## src/rtl/seg_display_pkg.sv

```systemverilog
// Shared constants, segment table and conversion-state encoding for the
// seven-segment score display.
package seg_display_pkg;
  localparam int NUM_DIGITS = 4;
  localparam int BCD_W      = 4 * NUM_DIGITS;

  localparam logic [6:0] SEG_BLANK = 7'b1111111;
  localparam logic [3:0] AN_OFF    = 4'b1111;

  // Active-low {g,f,e,d,c,b,a}, entry n is the pattern for decimal digit n.
  localparam logic [9:0][6:0] SEG_TABLE = {
    7'b0010000, 7'b0000000, 7'b1111000, 7'b0000010, 7'b0010010,
    7'b0011001, 7'b0110000, 7'b0100100, 7'b1111001, 7'b1000000
  };

  typedef enum logic [1:0] {IDLE, SHIFT, COMMIT} convState_t;

  function automatic logic [6:0] digitToSeg(input logic [3:0] d);
    if (d > 4'd9) return SEG_BLANK;
    return SEG_TABLE[d];
  endfunction
endpackage

```

## src/rtl/bin_to_bcd_seq.sv

```systemverilog
// Sequential double-dabble converter: one shift per cycle, result committed
// atomically, with a single-entry last-wins pending load.
module bin_to_bcd_seq
  import seg_display_pkg::*;
#(
  parameter int VALUE_W   = 14,
  parameter int MAX_VALUE = 9999
) (
  input  logic               Clock,
  input  logic               Reset,
  input  logic               start,
  input  logic [VALUE_W-1:0] value,
  output logic               busy,
  output logic               done,
  output logic [BCD_W-1:0]   result,
  output logic [BCD_W-1:0]   digits
);
  localparam int CNT_W = $clog2(VALUE_W + 1);

  convState_t         state, stateNext;
  logic [CNT_W-1:0]   cnt;
  logic [VALUE_W-1:0] bin, pend;
  logic [BCD_W-1:0]   bcd;
  logic               pendVld, reload;

  function automatic logic [VALUE_W-1:0] saturate(input logic [VALUE_W-1:0] v);
    if (int'(v) > MAX_VALUE) return VALUE_W'(MAX_VALUE);
    return v;
  endfunction

  function automatic logic [BCD_W+VALUE_W-1:0] ddStep(input logic [BCD_W-1:0]   b,
                                                      input logic [VALUE_W-1:0] v);
    logic [BCD_W-1:0] adj;
    adj = b;
    for (int i = 0; i < NUM_DIGITS; i++)
      if (adj[4*i +: 4] >= 4'd5) adj[4*i +: 4] = adj[4*i +: 4] + 4'd3;
    return {adj, v} << 1;
  endfunction

  assign busy   = (state != IDLE);
  assign done   = (state == COMMIT);
  assign result = bcd;

  always_comb begin
    stateNext = state;
    case (state)
      IDLE:    if (start) stateNext = SHIFT;
      SHIFT:   if (!reload && cnt == CNT_W'(1)) stateNext = COMMIT;
      COMMIT:  stateNext = (pendVld || start) ? SHIFT : IDLE;
      default: stateNext = IDLE;
    endcase
  end

  // Control: state, pending bookkeeping and the committed digits.
  always_ff @(posedge Clock) begin
    if (Reset) begin
      state   <= IDLE;
      pendVld <= 1'b0;
      reload  <= 1'b0;
      digits  <= '0;
    end else begin
      state  <= stateNext;
      reload <= (state == COMMIT) && (pendVld || start);
      if (state == COMMIT) digits <= bcd;
      if (busy && start) begin
        pend    <= saturate(value);
        pendVld <= 1'b1;
      end else if (reload) begin
        pendVld <= 1'b0;
      end
    end
  end

  // Datapath: a reload cycle after COMMIT takes the pending value as a fresh start.
  always_ff @(posedge Clock) begin
    case (state)
      IDLE: if (start) begin
        bin <= saturate(value);
        bcd <= '0;
        cnt <= CNT_W'(VALUE_W);
      end
      SHIFT: if (reload) begin
        bin <= pend;
        bcd <= '0;
        cnt <= CNT_W'(VALUE_W);
      end else begin
        {bcd, bin} <= ddStep(bcd, bin);
        cnt        <= cnt - 1'b1;
      end
      default: ;
    endcase
  end
endmodule

```

## src/rtl/seg_display_scanner.sv

```systemverilog
// Four-digit common-anode scanner: converts the score to BCD, blanks leading
// zeros and advances one digit per fastClock pulse.
module seg_display_scanner
  import seg_display_pkg::*;
#(
  parameter int VALUE_W       = 14,
  parameter int MAX_VALUE     = 9999,
  parameter int BLANK_LEADING = 1
) (
  input  logic                  Clock,
  input  logic                  Reset,
  input  logic                  fastClock,
  input  logic [VALUE_W-1:0]    Value,
  input  logic                  ValueValid,
  output logic                  Busy,
  output logic [6:0]            seg,
  output logic                  dp,
  output logic [NUM_DIGITS-1:0] an
);
  logic [BCD_W-1:0]      result, digits, showDigits;
  logic                  done, zeroAbove;
  logic [1:0]            idx, idxNext;
  logic [NUM_DIGITS-1:0] blank;

  bin_to_bcd_seq #(
    .VALUE_W   (VALUE_W),
    .MAX_VALUE (MAX_VALUE)
  ) u_bcd (
    .Clock  (Clock),
    .Reset  (Reset),
    .start  (ValueValid),
    .value  (Value),
    .busy   (Busy),
    .done   (done),
    .result (result),
    .digits (digits)
  );

  // Forwarding the finished accumulator makes a commit visible one cycle after COMMIT.
  assign showDigits = done ? result : digits;
  assign idxNext    = fastClock ? idx + 2'd1 : idx;
  assign dp         = 1'b1;

  always_comb begin
    blank     = '0;
    zeroAbove = 1'b1;
    for (int k = NUM_DIGITS - 1; k >= 1; k--) begin
      zeroAbove = zeroAbove && (showDigits[4*k +: 4] == 4'd0);
      blank[k]  = (BLANK_LEADING != 0) && zeroAbove;
    end
  end

  // Output register stage.
  always_ff @(posedge Clock) begin
    if (Reset) begin
      idx <= 2'd0;
      an  <= AN_OFF;
      seg <= SEG_BLANK;
    end else begin
      idx <= idxNext;
      an  <= ~(NUM_DIGITS'(1) << idxNext);
      seg <= blank[idxNext] ? SEG_BLANK : digitToSeg(showDigits[4*idxNext +: 4]);
    end
  end
endmodule

```

## config.mk

```make
export PLATFORM = sky130hd
export DESIGN_NAME = seg_display_scanner
export DESIGN_NICKNAME = d
export VERILOG_FILES = /design/src/rtl/seg_display_pkg.sv /design/src/rtl/bin_to_bcd_seq.sv /design/src/rtl/seg_display_scanner.sv
export SDC_FILE = /design/constraint.sdc
export NUM_CORES = 1
export LEC_CHECK = 0
export CAP_MARGIN = 20
export CORE_ASPECT_RATIO = 0.7
export CORE_MARGIN = 4
export CORE_UTILIZATION = 30
export CTS_BUF_LIST = sky130_fd_sc_hd__clkbuf_16
export CTS_CLUSTER_SIZE = 16
export DETAILED_ROUTE_END_ITERATION = 16
export GPL_ROUTABILITY_DRIVEN = 0
export GPL_TIMING_DRIVEN = 0
export HOLD_SLACK_MARGIN = 0.06
export PLACE_DENSITY = 0.47
export REMOVE_ABC_BUFFERS = 1
export SYNTH_ARGS = -nofsm -noshare
export SYNTH_HDL_FRONTEND = slang
export SYNTH_SLANG_ARGS = --single-unit
```

## constraint.sdc

```tcl
create_clock -name Clock -period 2.4 [get_ports Clock]
set_input_delay 0.36 -clock Clock [delete_from_list [all_inputs] [get_ports Clock]]
set_output_delay 0.36 -clock Clock [all_outputs]
set_load 0.02 [all_outputs]
```

=== Word-level counts from Yosys, hierarchy flattened ===
Memories as Yosys holds them, arrays and structs flattened.
Index checks and enable logic that the tools add are counted.

* Memories kept: 1
* Output and inout bits: 13
* Bits in read-only memories: 112
* Bits of input ports: 18
* Logic and storage cells: 89
* Flip-flop bits (word level): 81

* Reduce and logical (&&, ||, !) cells: 18
* Muxes and demuxes: 36
* Eq/ne operators: 5
* Bitwise logic cells: 2
* Shifts and indexed selects: 2
* Magnitude comparators: 8
* Add/subtract/negate cells: 6

{| class="wikitable"
|+ Memories
! memory !! depth !! width !! read ports !! clocked after Yosys merged registers in !! write ports !! line !! text
|-
| (name not given) || 16 || 7 || 1 || 0 || 0 || seg_display_pkg.sv:20 || <nowiki>return SEG_TABLE[d];</nowiki>
|}

{| class="wikitable"
|+ Operator list
! kind !! count
|-
| two-way mux 14 bit || 5
|-
| two-way mux 16 bit || 3
|-
| case mux 16 bit (2 select lines) || 1
|-
| case mux 14 bit (2 select lines) || 1
|-
| two-way mux 7 bit || 3
|-
| two-way mux 4 bit || 5
|-
| >= comparator 4 x 3 -> 1 bit (second input constant) || 4
|-
| variable part select 16 x 5 -> 4 bit || 1
|-
| > comparator 14 bit (second input constant) || 1
|-
| adder 4 x 2 -> 4 bit (second input constant) || 3
|-
| zero test 4 bit || 3
|-
| two-way mux 1 bit || 11
|-
| case mux 4 bit (2 select lines) || 1
|-
| two-way mux 2 bit || 3
|-
| case mux 2 bit (3 select lines) || 1
|-
| AND reduction 2 bit || 3
|-
| nonzero test 2 bit || 3
|-
| logical AND 1 bit || 5
|-
| less-than comparator 4 x 5 -> 1 bit (second input constant) || 1
|-
| equality test 4 x 1 -> 1 bit (second input constant) || 1
|-
| > comparator 4 bit (second input constant) || 1
|-
| inverter 4 bit || 1
|-
| left shift 1 x 2 -> 4 bit (first input constant) || 1
|-
| subtractor 4 x 1 -> 4 bit (second input constant) || 1
|-
| other kinds (14) || 14
|}

=== Depth between registers and ports, before layout ===
Gate-level depths: netlist of the first run.

* Word-level depth: 8
* Mapped depth: 11
* Mapped depth without buffers: 9

=== Cells and area by module ===
Synthesis of the first run repeated with hierarchy kept, for this count alone.

* Cell total of the unflattened synthesis: 450
* Area, all modules: 4459.3 um^2

{| class="wikitable"
|+ Modules (own cells, without submodules)
! module !! instances !! cells an instance !! area each (um^2) !! seq. area each (um^2)
|-
| bin_to_bcd_seq || 1 || 307 || 3246.9 || 1841.8
|-
| seg_display_scanner || 1 || 143 || 1212.4 || 260.2
|}

=== Worst setup path before layout of the first run ===
OpenSTA, ideal clock, no wires.

* Path kind: register -> register
* From: reg u_bcd.state[0]
* To: reg u_bcd.bin[0], enable pin
* Cell stages (with the launch flop): 3
* Period minus slack after synthesis: 2.346 ns
* Setup slack: 0.054 ns
* Arrival time: 1.921 ns
* Buffers on the path: 0
* Setup time: 0.425 ns
* Data required time: 1.975 ns
* Path through: dfxtp_1 > nor2_1 > nor2_1

* Longest elaborated chain between the ends: 3
* Elaborated cells on any way between the ends: 5
* Those cells by class: eq/ne (2); reduce/logical (3)

{| class="wikitable"
|+ Ends and longest elaborated chain
! element !! line !! text
|-
| from (decl) || bin_to_bcd_seq.sv:20 || <nowiki>convState_t state, stateNext;</nowiki>
|-
| from (signal assigned) || bin_to_bcd_seq.sv:62 || <nowiki>state <= stateNext;</nowiki>
|-
| equality test 2 x 1 -> 1 bit / zero test 2 bit (equally long branches) || - ||
|-
| nonzero test 2 bit (no source line) / inequality test 2 bit (equally long branches) || - ||
|-
| AND reduction 2 bit (no source line) (*) || - ||
|-
| to (signal assigned) || bin_to_bcd_seq.sv:78 || <nowiki>bin <= saturate(value);</nowiki>
|-
| to (signal assigned) || bin_to_bcd_seq.sv:83 || <nowiki>bin <= pend;</nowiki>
|-
| to (signal assigned) || bin_to_bcd_seq.sv:87 || <nowiki>{bcd, bin} <= ddStep(bcd, bin);</nowiki>
|-
| to (decl) || bin_to_bcd_seq.sv:22 || <nowiki>logic [VALUE_W-1:0] bin, pend;</nowiki>
|}

Mark *: on every way between the ends. The rest lies on a longest branch, timed or not.
A chain may end at the register's enable or synchronous reset.

=== Worst setup path after layout of the first run ===
* From: reg u_bcd.state[0]
* To: reg seg[0]

* Longest elaborated chain between the ends: 8
* Elaborated cells on any way between the ends: 17
* Those cells by class: order compare (1); eq/ne (1); shift (1); mux (7); reduce/logical (6); memory (1)

{| class="wikitable"
|+ Ends and longest elaborated chain
! element !! line !! text
|-
| equality test 2 bit (*) || bin_to_bcd_seq.sv:41 || <nowiki>assign done = (state == COMMIT);</nowiki>
|-
| two-way mux 16 bit (*) || - ||
|-
| branches (longest 6 deep; another with > comparator 4 bit) || - ||
|-
| to (signal assigned) || seg_display_scanner.sv:62 || <nowiki>seg <= blank[idxNext] ? SEG_BLANK : digitToSeg(showDigits[4*idxNext +: 4]);</nowiki>
|-
| to (decl) || seg_display_scanner.sv:16 || <nowiki>output logic [6:0] seg,</nowiki>
|}

Mark *: on every way between the ends. The select of a mux whose other input is x is not followed.

==> results of run 1 <==
==> per-stage QoR <==
| step | utilization [%] | TNS, ps | cells |
|---|---|---|---|
| floorplan | - | -2040 | 381 |
| CTS | 36.9 | 0 | 619 |
| finish | 37.6 | 0 | 623 |
| global placement | 34.0 | -64760 | 595 |
| detailed placement | 34.2 | -9130 | 597 |
| global route | 37.6 | 0 | 623 |
==> logic make-up (layout without fill, tap and decap cells) <==
family / Yosys count / in the layout / synth area share, %
buffers and inverters: 37 / 70 / 3.93
AOI/OAI and AO/OA: 85 / 85 / 12.7
and+or+nand+nor: 157 / 159 / 19.2
DFF: 81 / 81 / 51.6
muxes: 17 / 17 / 5.68
other: 1 / 1 / 0.0921
adders and majority gates: 15 / 15 / 4.61
xor gates and xnor gates: 10 / 10 / 2.15
==> where the power goes <==
part | switching [mW] | internal, mW
clock network | 0.576 | 0.707
registers | 0.0738 | 1.57
logic | 0.265 | 0.215
total | 0.915 | 2.50
==> layout make-up <==
cell class,count,share of cell area (%)
Sequential cell,81,42.5
Timing Repair Buffer,39,7.52
Tap cell,185,4.65
Inverter,15,1.13
Multi-Input combinational cell,287,38.6
Clock inverter,7,1.03
Clock buffer,9,4.53
==> repair_timing <==
action                                  in CTS  in global routing
resized for setup                           11                 20
endpoints found under the setup margin       7                  8
gates cloned                                 2                  0
buffers inserted                             4                  4
pin swaps                                    1                  5
endpoints found under the hold margin        0                  0
==> synth_stat cells, types with 5 or more instances <==
cell | count | area (um^2)
o21ai_0 | 17 | 85.1
edfxtp_1 | 48 | 1440
ha_1 | 15 | 188
nand2b_1 | 17 | 106
nor3_1 | 7 | 35.0
a211oi_1 | 5 | 37.5
a21oi_1 | 41 | 205
and2_1 | 8 | 50.1
nand2_1 | 52 | 195
inv_1 | 15 | 56.3
nor2_1 | 40 | 150
mux2i_1 | 13 | 130
xnor2_1 | 7 | 61.3
clkbuf_1 | 14 | 52.6
dfxtp_1 | 33 | 661
a221oi_1 | 5 | 43.8
==> worst max-delay path: stages (launching register included) <==
cell	delay, ps
dfxtp_4	390
nand2b_4	150
buf_4	220
mux4_1	620
nor3b_2	250
nor3_4	110
nor3b_2	180
buf_4	140
o211ai_1	160
==> per-layer routing <==
layer / GRT usage (%) / vias to the layer above / routed length (um)
met2: 17.6 / 32 / 3970
met5: 0 / - / 0
met4: 4.06 / 0 / 45
li1: - / 1482 / -
met3: 2.92 / 2 / 301
met1: 18.7 / 1420 / 4900
==> flip-flops by register name, indices dropped and copies added, names as in the netlist <==
| name | count |
|---|---|
| u_bcd.pendVld | 1 |
| u_bcd.cnt | 4 |
| u_bcd.result | 16 |
| u_bcd.bin | 14 |
| seg | 7 |
| u_bcd.pend | 14 |
| an | 4 |
| u_bcd.reload | 1 |
| idx | 2 |
| u_bcd.state | 2 |
| u_bcd.digits | 16 |
==> how the worst min path moves through the flow <==
stage | to | slack, ps | from | depth (start not counted)
final | u_bcd.digits[2] | 460 | u_bcd.digits[2] | 2
after global routing | u_bcd.digits[2] | 490 | u_bcd.digits[2] | 2
after CTS | u_bcd.digits[2] | 470 | u_bcd.digits[2] | 2
after detailed placement | u_bcd.digits[0] | 450 | u_bcd.digits[0] | 2
after global placement | u_bcd.digits[2] | 440 | u_bcd.digits[2] | 2
after floorplan | u_bcd.digits[2] | 430 | u_bcd.digits[2] | 2
==> results by group, run 1 <==
Run status
  – Status: finished, final reports clean

Critical path
  – Critical R2R Launch: u_bcd.state[0]
  – FF-to-FF path depth: 8
  – Crit path required time: 2660 ps
  – Crit Path Max Fanout: 15
  – Worst setup SP type: flip-flop
  – Setup CP Type: reg2reg
  – Nature of the critical path endpoint: flip-flop
  – R2r endpoint: seg[0]
  – Flop2flop setup slack: 110 ps
  – Worst Path Arrival: 2550 ps
  – Crit path from: u_bcd.state[0]
  – Crit path to: seg[0]

Synth
  – Mapped cell area: 4070 um^2
  – Yosys reg bits: 81
  – Ys async rst share: 0%
  – EDFF count, synth: 48
  – Gate Count Post-Synth: 403
  – Syn_area_per_cell: 10.1 um^2
  – Sequential-to-total area share from yosys stat: 51.6%
  – Primary FF master, synth: edfxtp_1
  – Unique cell type count in the Yosys netlist: 53
  – Ys Warns: 0

Global routing
  – Initial antenna violation count: 0
  – GR Overflow Total: 0
  – Largest net degree at the start of global routing: 28
  – Total track usage: 12.5%
  – Number of global-route vias before repair: 2927
  – First-pass GRT wire length: 15400 um

STA
  – Final Hold Viols: 0
  – Final setup fails: 0
  – Worst hold slack: 462 ps
  – Pins Over Slew Limit: 0
  – Fin worst setup slack: 106 ps
  – Fmax: 436 MHz
  – Fraction of the cycle the final worst path needs: 95.6%
  – Slew at the pin closest to its max-slew limit: 976 ps
  – Clock Skew: 9.00 ps
  – Rel. slew slack: 34.7%
  – RSZ-0062 raised after global routing: no
  – Final min period: 2290 ps

Cells and area
  – Final Instance Area: 4970 um^2
  – Most frequent cells in the layout: 51 x nand2_1, 48 x edfxtp_1, 40 x a21oi_1, 38 x nor2_1, 29 x dfxtp_1
  – Antenna Cells: 0
  – Area of the multi-input gates: 1920 um^2
  – Layout cells sized above 1: 13.0%
  – Register area: 2110 um^2
  – Final nets: 466
  – FILL cells: 1319
  – Commonest non-fill, non-tap cell in the layout: nand2_1
  – Layout area overhead: 22.1%

Power
  – Worst vdd ir: 0.000350 V
  – Design Power: 3.41 mW
  – P per Cell Area: 686 nW/um^2
  – P_leak: 1.74 nW

Drt
  – Post-DR wirelength/cell: 14.8 um
  – Initial DRC count: 173
  – Routed WL: 9210 um
  – DR vias/cell: 4.71
  – Pre-Repair DR Iteration Count: 4
  – Vias: 2936
  – Number of routed nets with antenna violations: 0
  – DRC: 0

Clock tree
  – Clock latency on the worst-skew pair: 340 ps
  – Clock transition at path regs: 60 ps
  – CTS tree: done
  – Root Buffer: clkbuf_16
  – CTS buffer count: 9
  – Number of clock sinks: 81
  – Hold Buf Count CTS: 0
  – H-tree levels: 3
  – Worst-case clock buffer depth: 2

Floorplanning
  – # rows: 35
  – IO Pins: 31
  – Starting Density: 30.8%
  – Core area: 13200 um^2
  – Die Height: 105 um
  – Die width: 147 um
  – Die ar.: 15500 um^2

Placed design
  – Pre-CTS setup slack: -953 ps
  – Placed cell areas: 4520 um^2
  – Input/output buffers: 29
  – Detailed Place HPWL: 6190 um

Flow run
  – Maxcap violations: 0

Hold path
  – HP Class: reg2reg
Note: power is estimated with default switching activity, not from simulation.
==> inputs of run 2 (changes only) <==
--- a/constraint.sdc
+++ b/constraint.sdc
@@ -3,2 +3,2 @@
 set_output_delay 0.36 -clock Clock [all_outputs]
-set_load 0.02 [all_outputs]
+set_load 0.05 [all_outputs]
==> results of run 2 <==
The final DEF is identical to that of run 1. Status: finished, final reports clean.
Main changes from that run: total power 3.41 mW -> 3.45 mW
==> inputs of run 3 (changes only) <==
Settings changed: CORE_UTILIZATION 30 to 37, PLACE_DENSITY 0.47 to 0.56.
Clock period 2.4 ns to 1.8 ns, I/O delays scaled along.
==> results by group, run 3 (synthesis results as in run 1) <==
Critical path
  – Worst path max stage delay: 560 ps (-60 ps)
  – Flop2flop setup slack: -490 ps (-600 ps)
  – Crit-path slowest cell: mux4_2
  – Crit Path Max Fanout: 4 (-11)
  – Worst path cell trace: nor2b_4, buf_6, mux4_2, a211oi_4, nand2_2, nor3b_4, o211ai_1
  – Crit path required time: 1970 ps (-690 ps)
  – FF-to-FF path depth: 7 (-1)
  – CP Buf/Inv Count: 1 (-1)
  – Worst Path Arrival: 2460 ps (-90 ps)
  – Nature of the critical path endpoint: flip-flop
  – R2r endpoint: seg[0]
  – Setup CP Type: reg2reg
  – Critical R2R Launch: u_bcd.state[1]
  – Worst setup SP type: flip-flop
  – Top Family by Delay on Critical Path: simple AND/OR/NAND/NOR gates

Clock tree
  – CTS buffer count: 9 (unchanged)
  – Clock transition at path regs: 70 ps (about the same)
  – Worst-case clock buffer depth: 2 (unchanged)
  – H-tree levels: 3 (unchanged)
  – Root Buffer: clkbuf_16
  – Clock latency on the worst-skew pair: 340 ps (about the same)
  – CTS tree: done
  – Number of clock sinks: 81 (unchanged)

STA
  – Fraction of the cycle the final worst path needs: 127% (+32 points)
  – Clock Skew: 7.85 ps (-1.15 ps)
  – Pins Over Slew Limit: 0 (unchanged)
  – Final setup fails: 7 (+7)
  – Final Hold Viols: 0 (unchanged)
  – Fmax: 436 MHz (about the same)
  – Fin worst setup slack: -492 ps (-598 ps)
  – Final min period: 2290 ps (-2.16 ps)
  – Slew at the pin closest to its max-slew limit: 1020 ps (+42.3 ps)
  – Rel. slew slack: 32.1% (-2.6 points)
  – RSZ-0062 raised after global routing: yes

Power
  – Comb pwr share: 15.1%
  – P per Cell Area: 938 nW/um^2
  – Design Power: 4.84 mW
  – Clk pwr share: 39.6%
  – Net Sw Frac: 27.4%
  – Worst vdd ir: 0.000485 V (+39%)
  – P_leak: 1.83 nW (+5.5%)
  – Cell Int Power: 3.51 mW
  – Sequential Power Share: 45.3%
  – Sw power: 1.33 mW

Global routing
  – GR Util met1: 22.0% (+3.3 points)
  – Most Crowded Layer GR: met1
  – GR Overflow Total: 0 (unchanged)
  – Met3 usage: 3.66% (+0.74 points)
  – Initial antenna violation count: 0 (unchanged)
  – Largest net degree at the start of global routing: 27 (-3.6%)
  – Number of global-route vias before repair: 2868 (-2.0%)
  – First-pass GRT wire length: 15000 um (-2.9%)
  – M2 GR Usage: 21.6% (+4.0 points)
  – Total track usage: 15.0% (+2.5 points)

Drt
  – Number of routed nets with antenna violations: 0 (unchanged)
  – Vias: 3047 (+3.8%)
  – Pre-Repair DR Iteration Count: 4 (unchanged)
  – Routed WL: 9130 um (-0.83%)
  – Initial DRC count: 210 (+21%)
  – DRC: 0 (unchanged)
  – DR vias/cell: 5.14 (+9.0%)
  – Post-DR wirelength/cell: 15.4 um (+4.2%)

Hold path
  – HP Class: in2reg
  – Hold Path Sink: u_bcd.pend[5]
  – HP Start: Value[5]
  – Hold path depth: 2 (unchanged)

Floorplanning
  – Die Height: 95.8 um (-9.2%)
  – Die ar.: 12800 um^2 (-18%)
  – Die width: 133 um (-9.4%)
  – Core area: 10600 um^2 (-20%)
  – # rows: 31 (-11%)
  – Starting Density: 38.6% (+7.8 points)
  – IO Pins: 31 (unchanged)

Run status
  – Status: finished, violations left
  – Failing checks: setup timing

Cells and area
  – Antenna Cells: 0 (unchanged)
  – Commonest non-fill, non-tap cell in the layout: nand2_1
  – Layout area overhead: 26.6%
  – Layout cells sized above 1: 19.6% (+6.5 points)
  – Most frequent cells in the layout: 51 x nand2_1, 48 x edfxtp_1, 37 x nor2_1, 36 x a21oi_1, 28 x dfxtp_1
  – Fin cells: 593 (-4.8%)
  – Final nets: 473 (+1.5%)

Placed design
  – Input/output buffers: 29 (unchanged)
  – Detailed Place HPWL: 5730 um (-7.4%)
  – Cell count after placement: 560 (-6.2%)

Flow run
  – Maxcap violations: 0 (unchanged)
-- run 3: what timing repair did --
action | CTS | global route
hold buffers | 0 | 0
endpoints found under the hold margin | 0 | 0
buffers inserted | 9 | 5
endpoints found under the setup margin | 51 | 20
gates cloned | 2 | 1
resized for setup | 46 | 27
pin swaps | 5 | 8
-- run 3: worst register-to-register path: stages, from the launching register on --
cell and delay, ps:
dfxtp_4 370, nor2b_4 210, buf_6 150, mux4_2 560
a211oi_4 300, nand2_2 130, nor3b_4 270, o211ai_1 140
-- run 3: final cells by class --
type / count / area, um^2
fillers: 1010 / 5390
flip-flops and latches: 81 / 2120
multi-input cells: 287 / 2040
repair buffers: 46 / 452
clock buffers: 9 / 225
well taps: 148 / 185
clock inverters: 7 / 83.8
inverters: 15 / 56.3
-- run 3: how the worst max path moves through the flow --
| stage | start | endpoint | slack [ps] | cells past startpoint |
|---|---|---|---|---|
| floorplan | u_bcd.state[0] | seg[6] | -980 | 9 |
| global placement | ValueValid | u_bcd.result[15] | -1750 | 3 |
| detailed placement | u_bcd.state[0] | seg[3] | -1640 | 8 |
| CTS | u_bcd.state[1] | seg[0] | -470 | 7 |
| global route | u_bcd.state[0] | seg[6] | -640 | 9 |
| finish | u_bcd.state[1] | seg[0] | -490 | 7 |
-- run 3: metrics by stage --
step | setup slack, ps | utilization (%) | TNS [ps] | cell area, um^2 | hold slack [ps]
6_report | -492 | 48.9 | -3290 | 5160 | 355
5_1_grt | -640 | 48.9 | -4140 | 5160 | 371
4_1_cts | -467 | 47.3 | -3100 | 4990 | 459
3_5_place_dp | -1640 | 42.5 | -36390 | 4480 | 451
3_3_place_gp | -1750 | 42.1 | -103070 | 4440 | 443
2_1_floorplan | -978 | - | -24820 | 3970 | 339
-- run 3: layer usage --
layer	vias to the layer above	share of wire, %
met5	-	0
met4	0	0.95
met3	6	5.8
met1	1469	50
li1	1505	-
met2	67	43
-- run 3: power groups by stage --
stage | logic, mW | clock network, mW | registers, mW
final | 0.730 | 1.91 | 2.19
after global routing | 0.817 | 2.05 | 2.21
after CTS | 0.687 | 1.95 | 2.19
after detailed placement | 0.640 | 0 | 2.23
after global placement | 0.620 | 0 | 2.24
after floorplan | 0.384 | 0 | 2.27
